File: config.mk
export PLATFORM = sky130hd
export DESIGN_NAME = pippo_div_seq
export DESIGN_NICKNAME = d
export VERILOG_FILES = /design/src/rtl/pippo_div_seq.sv
export SDC_FILE = /design/constraint.sdc
export NUM_CORES = 2
export LEC_CHECK = 0
export BUFFER_PORTS_ARGS = -buffer_cell sky130_fd_sc_hd__buf_2
export CELL_PAD_IN_SITES_DETAIL_PLACEMENT = 2
export CELL_PAD_IN_SITES_GLOBAL_PLACEMENT = 2
export CORE_AREA = 10 10 420 422
export CTS_CLUSTER_SIZE = 24
export DETAILED_ROUTE_END_ITERATION = 10
export DIE_AREA = 0 0 430 432
export GPL_ROUTABILITY_DRIVEN = 1
export PLACE_DENSITY_LB_ADDON = 0.05
export SYNTH_ARGS = -nofsm -noshare
export SYNTH_HDL_FRONTEND = slang
export SYNTH_SLANG_ARGS = --single-unit
File: constraint.sdc
create_clock -name clk -period 2 [get_ports clk]
set_input_delay 0.1 -clock clk [delete_from_list [all_inputs] [get_ports clk]]
set_output_delay 0.1 -clock clk [all_outputs]
set_load 0.05 [all_outputs]
File: src/rtl/pippo_div_seq.sv
// Issue/completion sequencer wrapped around the pipelined 64/32 unsigned divider.
// Optional rsp_dz output enabled by defining PIPPO_DIV_DZ_FLAG_EN.
module pippo_div_seq #(
  parameter int D_WIDTH = 32,
  parameter int TAG_W   = 5
) (
  input  logic                 clk,
  input  logic                 rst_n,
  input  logic                 flush,
  input  logic                 req_valid,
  output logic                 req_ready,
  input  logic [1:0]           req_op,
  input  logic [D_WIDTH-1:0]   req_a,
  input  logic [D_WIDTH-1:0]   req_b,
  input  logic [TAG_W-1:0]     req_tag,
  output logic                 div_ena,
  output logic [2*D_WIDTH-1:0] div_z,
  output logic [D_WIDTH-1:0]   div_d,
  input  logic [D_WIDTH-1:0]   div_q,
  input  logic [D_WIDTH-1:0]   div_s,
  output logic                 rsp_valid,
  input  logic                 rsp_ready,
  output logic [D_WIDTH-1:0]   rsp_data,
  output logic [TAG_W-1:0]     rsp_tag
`ifdef PIPPO_DIV_DZ_FLAG_EN
  ,
  output logic                 rsp_dz
`endif
);
  localparam int LAT = D_WIDTH + 1;

  typedef struct packed {
    logic [TAG_W-1:0]   tag;
    logic               rem;
    logic               qneg;
    logic               rneg;
    logic               dz;
    logic [D_WIDTH-1:0] a;
  } shadow_t;

  logic               issue, sgn, a_neg, b_neg, cap;
  logic [D_WIDTH-1:0] a_mag, b_mag, res;
  shadow_t            sh_in, tail;
  shadow_t [LAT:1]    sh_q;
  logic    [LAT:1]    vld_pipe_q;

  logic               rsp_valid_q, rsp_valid_d;
  logic [D_WIDTH-1:0] rsp_data_q, rsp_data_d;
  logic [TAG_W-1:0]   rsp_tag_q, rsp_tag_d;

  assign div_ena   = ~rsp_valid_q | rsp_ready;
  assign req_ready = div_ena & ~flush;
  assign issue     = req_valid & req_ready;

  // DIV/REM (op[0]==0) are signed: the divider only ever sees magnitudes.
  assign sgn   = ~req_op[0];
  assign a_neg = sgn & req_a[D_WIDTH-1];
  assign b_neg = sgn & req_b[D_WIDTH-1];
  assign a_mag = a_neg ? -req_a : req_a;
  assign b_mag = b_neg ? -req_b : req_b;
  assign div_z = issue ? {{D_WIDTH{1'b0}}, a_mag} : '0;
  assign div_d = issue ? b_mag : '0;

  always_comb begin
    sh_in      = '0;
    sh_in.tag  = req_tag;
    sh_in.rem  = req_op[1];
    sh_in.qneg = a_neg ^ b_neg;
    sh_in.rneg = a_neg;
    sh_in.dz   = (req_b == '0);
    sh_in.a    = req_a;
  end

  always_ff @(posedge clk or negedge rst_n) begin
    if (!rst_n) begin
      vld_pipe_q <= '0;
      sh_q       <= '0;
    end else begin
      if (flush)        vld_pipe_q <= '0;
      else if (div_ena) vld_pipe_q <= {vld_pipe_q[LAT-1:1], issue};
      if (div_ena)      sh_q       <= {sh_q[LAT-1:1], sh_in};
    end
  end

  // Sign and divide-by-zero fix-up on the op leaving the divider.
  assign tail = sh_q[LAT];
  assign cap  = vld_pipe_q[LAT] & div_ena;

  always_comb begin
    res = '0;
    if (tail.rem) res = tail.dz ? tail.a : (tail.rneg ? -div_s : div_s);
    else          res = tail.dz ? '1     : (tail.qneg ? -div_q : div_q);
  end

  always_comb begin
    rsp_valid_d = rsp_valid_q;
    rsp_data_d  = rsp_data_q;
    rsp_tag_d   = rsp_tag_q;
    if (flush) begin
      rsp_valid_d = 1'b0;
    end else if (cap) begin
      rsp_valid_d = 1'b1;
      rsp_data_d  = res;
      rsp_tag_d   = tail.tag;
    end else if (rsp_ready) begin
      rsp_valid_d = 1'b0;
    end
  end

  always_ff @(posedge clk or negedge rst_n) begin
    if (!rst_n) begin
      rsp_valid_q <= 1'b0;
      rsp_data_q  <= '0;
      rsp_tag_q   <= '0;
    end else begin
      rsp_valid_q <= rsp_valid_d;
      rsp_data_q  <= rsp_data_d;
      rsp_tag_q   <= rsp_tag_d;
    end
  end

  assign rsp_valid = rsp_valid_q;
  assign rsp_data  = rsp_data_q;
  assign rsp_tag   = rsp_tag_q;

`ifdef PIPPO_DIV_DZ_FLAG_EN
  logic rsp_dz_q, rsp_dz_d;

  always_comb begin
    rsp_dz_d = rsp_dz_q;
    if (flush)    rsp_dz_d = 1'b0;
    else if (cap) rsp_dz_d = tail.dz;
  end

  always_ff @(posedge clk or negedge rst_n) begin
    if (!rst_n) rsp_dz_q <= 1'b0;
    else        rsp_dz_q <= rsp_dz_d;
  end

  assign rsp_dz = rsp_dz_q;
`endif

endmodule
**After elaboration in Yosys (flattened, before gate mapping)**

Index checks and enable logic that the tools add are counted.

- Add/sub/neg operators: 4
- Multiplexer cells: 14
- Bitwise operators: 10
- Reduce and logical (&&, ||, !) cells: 4

Operators with widths:

| kind | count |
|---|---|
| $mux W32 | 9 |
| $neg A32 Y32 | 4 |
| $mux W33 | 2 |
| $logic_not A32 Y1 | 1 |
| $and A1 B1 Y1 | 5 |
| $mux W1 | 3 |
| $not A1 Y1 | 3 |
| $reduce_bool A3 Y1 | 1 |
| $reduce_and A2 Y1 | 1 |
| $reduce_bool A2 Y1 | 1 |
| $or A1 B1 Y1 | 1 |
| $xor A1 B1 Y1 | 1 |

- Flip-flop bits (word level): 1,424
- Bits of input ports: 140
- Logic and storage cells: 234

**Logic depth before layout (Yosys ltp)**

- Depth after elaboration: 6
- Depth in mapped cells: 8
- Depth with buffers taken out: 8

**Least setup slack after synthesis**

Ideal clock, no wire load.

- Path kind: reg2out
- From: reg rsp_valid_q, in the netlist rsp_valid
- To: out div_z[31]
- Data arrival time: 3,221 ps
- Setup slack: -1,321 ps
- Stages on the path, launching flop included: 6
- Path buffers: 1
- Cell sequence: dfrtp_1 > nor2b_1 > clkbuf_1 > nor2_1 > nand2_1 > nor3b_1

- Cells in the longest elaborated chain, start to end: 5

RTL lines:

| element | RTL line | text |
|---|---|---|
| start: declaration | 47 | `logic rsp_valid_q, rsp_valid_d;` |
| start signal: assignment | 116 | `rsp_valid_q <= rsp_valid_d;` |
| $not A1 Y1 | 51 | `assign div_ena = ~rsp_valid_q \| rsp_ready;` |
| $or A1 B1 Y1 | 51 |  |
| $and A1 B1 Y1 | 52 | `assign req_ready = div_ena & ~flush;` |
| net req_ready | 11 | `output logic req_ready,` |
| $and A1 B1 Y1 | 53 | `assign issue = req_valid & req_ready;` |
| $mux W32 | 61 | `assign div_z = issue ? {{D_WIDTH{1'b0}}, a_mag} : '0;` |
| end: declaration | 17 | `output logic [2*D_WIDTH-1:0] div_z,` |

The timed path passes the listed nets, and every way through them passes these cells.

**Worst setup path after layout**

- From: in req_b[12]
- To: out div_d[30]

- Cells in the longest elaborated chain, start to end: 3

RTL lines:

| element | RTL line | text |
|---|---|---|
| start: declaration | 14 | `input logic [D_WIDTH-1:0] req_b,` |
| $neg A32 Y32 | 60 | `assign b_mag = b_neg ? -req_b : req_b;` |
| $mux W32 | 60 |  |
| $mux W32 | 62 | `assign div_d = issue ? b_mag : '0;` |
| end: declaration | 18 | `output logic [D_WIDTH-1:0] div_d,` |

Every way passes these cells.

==> metrics.cfg <==
[outcome]
status = finished with violations
violations = setup timing

[synth]
synth.area.top_cells = dfrtp_1 63%, nand2_1 28%, clkbuf_1 2.1%, xnor2_1 0.93%, xor2_1 0.76%
synth_most_common_cell = nand2_1
synthArstFlopShare = 1.00
synth_edf_count = 0
synth_cells = 6587
netlist-cell-type-count = 63
synth_common_cells = 4173 x nand2_1, 1424 x dfrtp_1, 311 x clkbuf_1
ys_ff_latch = 1424
ys.flop_type = dfrtp_1
synth_top_area_cell = dfrtp_1
syn_area_um2 = 56700
avgSynthCellArea_um2 = 8.61
synth_top_area_share = 0.628
yosysWarnings = 0
yosysSeqAreaShare = 0.628

[grt]
grt_use_total = 0.176
grt_pass1_vias = 49800
grt_max_degree = 105
grt.overflow.total = 0
grt_pass1_wl_um = 271000
antenna_found_initial = 3

[timing]
setup_violations = 858
fin_crit_sh = 1.20
period_needed_ns = 2.41
finalClockSkew_ns = 0.0243
hold_violations = 0
max_freq_mhz = 415
relSlewSlack = 0.568
worst_slack_ns = -0.408
rsz0062_at_grt = true
maxSlewViolCount = 0
worst_slew_pin_slew_ns = 0.648

[route]
drt_iter0_drc = 2416
vias = 44900
antenna_left = 0
drt-vias-per-instance = 4.72
drc_errors = 0
first_pass_iters = 4
wirelength_um = 172000
routedWlPerCell_um = 18.1

[setup_path]
crit_chain = buf_2 -> or3_4 -> or4_4 -> or4_4 -> o31ai_2 -> xor2_1 -> nor2_4 -> buf_8
cp_common_cell = or4_4
critical_path_class = input port to output port
reg2reg_to = sh_q[831]
r2r_cells = 13
crit_fanout = 5
rrSetupSlack_ns = -0.20
r2r_start = rsp_valid
cp_slowest_cell = or4_4
cp.required_ns = 1.90
max_stage_delay_ns = 0.53
startpoint_type = input port
critPathArrivalTime_ns = 2.31
cp-end-kind = output port

[finish]
multi_input_area_um2 = 20700
layout.area.seq_um2 = 35600
finalNonFillerCells = 9512
nets = 7321
drive_gt1_frac = 0.148
fillers = 18200
areaGrowthSynthToFinish_pct = 28.0

[die]
core_area_um2 = 168000
start_util = 0.337
rows = 151
dieArea_um2 = 186000
die_h_um = 432
die_width_um = 430
pin_count = 276

[worst_hold_path]
hold_depth = 4
holdCritStartpoint = req_tag[1]
hp-class = input port to register
holdPathEnd = sh_q[37]

[place]
numPlacedInstances = 9019
dp_hpwl_um = 105000
place_worst_setup_slack_ns = -0.498
place.gp.congestion = 0.807
port_buffers = 243

[power_and_ir_drop]
power_w = 0.0643
leakage_nw = 37.0
ir_drop_mv = 0.866
p_per_area_nw_per_um2 = 886

[clock_tree]
cts_tree = yes
cts_sinks = 1424
cts_buffer_depth = 3
numCtsBuffers = 166
clkLatencyLatePin_ns = 0.79
cts_root_buf = clkbuf_16
cts_max_level = 4
clkSlewWorstSetupHoldPaths_ns = 0.06

[job]
cap_violations = 0

[metrics by stage]
step           hold slack [ns]  utilization  cell area (um^2)  TNS (ns)
3_3_place_gp            0.0384        0.376             63200    -14.31
5_1_grt                 0.0591        0.431             72600   -187.97
6_report                0.0515        0.431             72600    -64.74
3_5_place_dp            0.0288        0.376             63200    -16.50
2_1_floorplan           -0.196            -             57500     -1.94
4_1_cts                0.00677        0.420             70700    -61.57
[per-layer routing]
metal	routed length (um)	part of all wire	GRT usage
met5	0	0	0
met4	4070	0.024	0.0495
met3	4770	0.028	0.0293
met2	91300	0.53	0.321
met1	71900	0.42	0.213
[cells in the final DEF, fill, tap and decap left out, drive strengths merged, types with 6 or more instances in the layout]
cell,synthesis,layout
nor2,104,104
xor2,49,49
a31oi,7,7
nand2b,8,8
nor3,20,20
conb,1,32
clkinv,1,19
o32ai,6,6
o41ai,22,22
dfrtp,1424,1424
nand2,4173,4175
o21ai,66,66
a21oi,76,76
dlygate4sd3,0,117
o31ai,26,26
xnor2,60,60
nand3,11,11
or3,17,17
mux2i,7,7
or4,13,13
o22ai,13,13
clkbuf,311,289
nor4,17,17
inv,19,25
buf,73,620
[logic make-up after synthesis]
| logic type | share of synthesized area |
|---|---|
| adder cells (fa/ha/maj) | 0.000882 |
| multiplexers | 0.00124 |
| flip-flops | 0.628 |
| other | 0.0000661 |
| AO/OA/AOI/OAI | 0.0284 |
| XOR/XNOR | 0.0168 |
| AND/OR/NAND/NOR | 0.296 |
| buffers and inverters | 0.0289 |
[worst max-delay path, delay by kind of cell]
| family | cells | cell delay (ns) |
|---|---|---|
| xor+xnor | 1 | 0.27 |
| buf+inv | 2 | 0.25 |
| simple gates | 4 | 1.39 |
| compound gates | 1 | 0.28 |
[area by class of cell]
class / count / share of cell area
repair inverters: 2 / 0.000241
inverters: 20 / 0.00140
clock buffers: 256 / 0.0662
flip-flops and latches: 1424 / 0.491
multi-input cells: 4792 / 0.285
clock inverters: 26 / 0.00495
diodes: 3 / 0.000103
well taps: 2218 / 0.0382
repair buffers: 771 / 0.113
[worst max-delay path by stage]
stage | start | depth (start not counted) | slack [ns] | to
final | req_b[12] | 8 | -0.41 | div_d[30]
after global placement | req_a[10] | 9 | -0.49 | div_z[24]
after floorplan | rsp_valid | 5 | -0.24 | div_z[1]
after CTS | rsp_valid | 7 | -0.45 | div_d[8]
after detailed placement | req_a[10] | 9 | -0.50 | div_z[24]
after global routing | rsp_valid | 7 | -0.49 | div_d[0]
[registers in the layout (all words and copies together), names as in the netlist]
signal / count
sh_q: 1353
vld_pipe_q: 33
rsp_data: 32
rsp_tag: 5
rsp_valid: 1
[where the power goes]
group	internal, W	switching, W
registers	0.0302	0.000826
logic	0.00158	0.00266
clock network	0.0169	0.0122
[repair_timing]
item / in CTS / in global routing
hold buffers: 118 / 0
endpoints found under the setup margin: 126 / 1356
pin swaps: 20 / 36
gates resized for setup: 233 / 192
hold endpoints to repair: 1488 / 0
buffers inserted: 15 / 32
gates cloned: 6 / 40
Power figures use the tool's default switching activity.
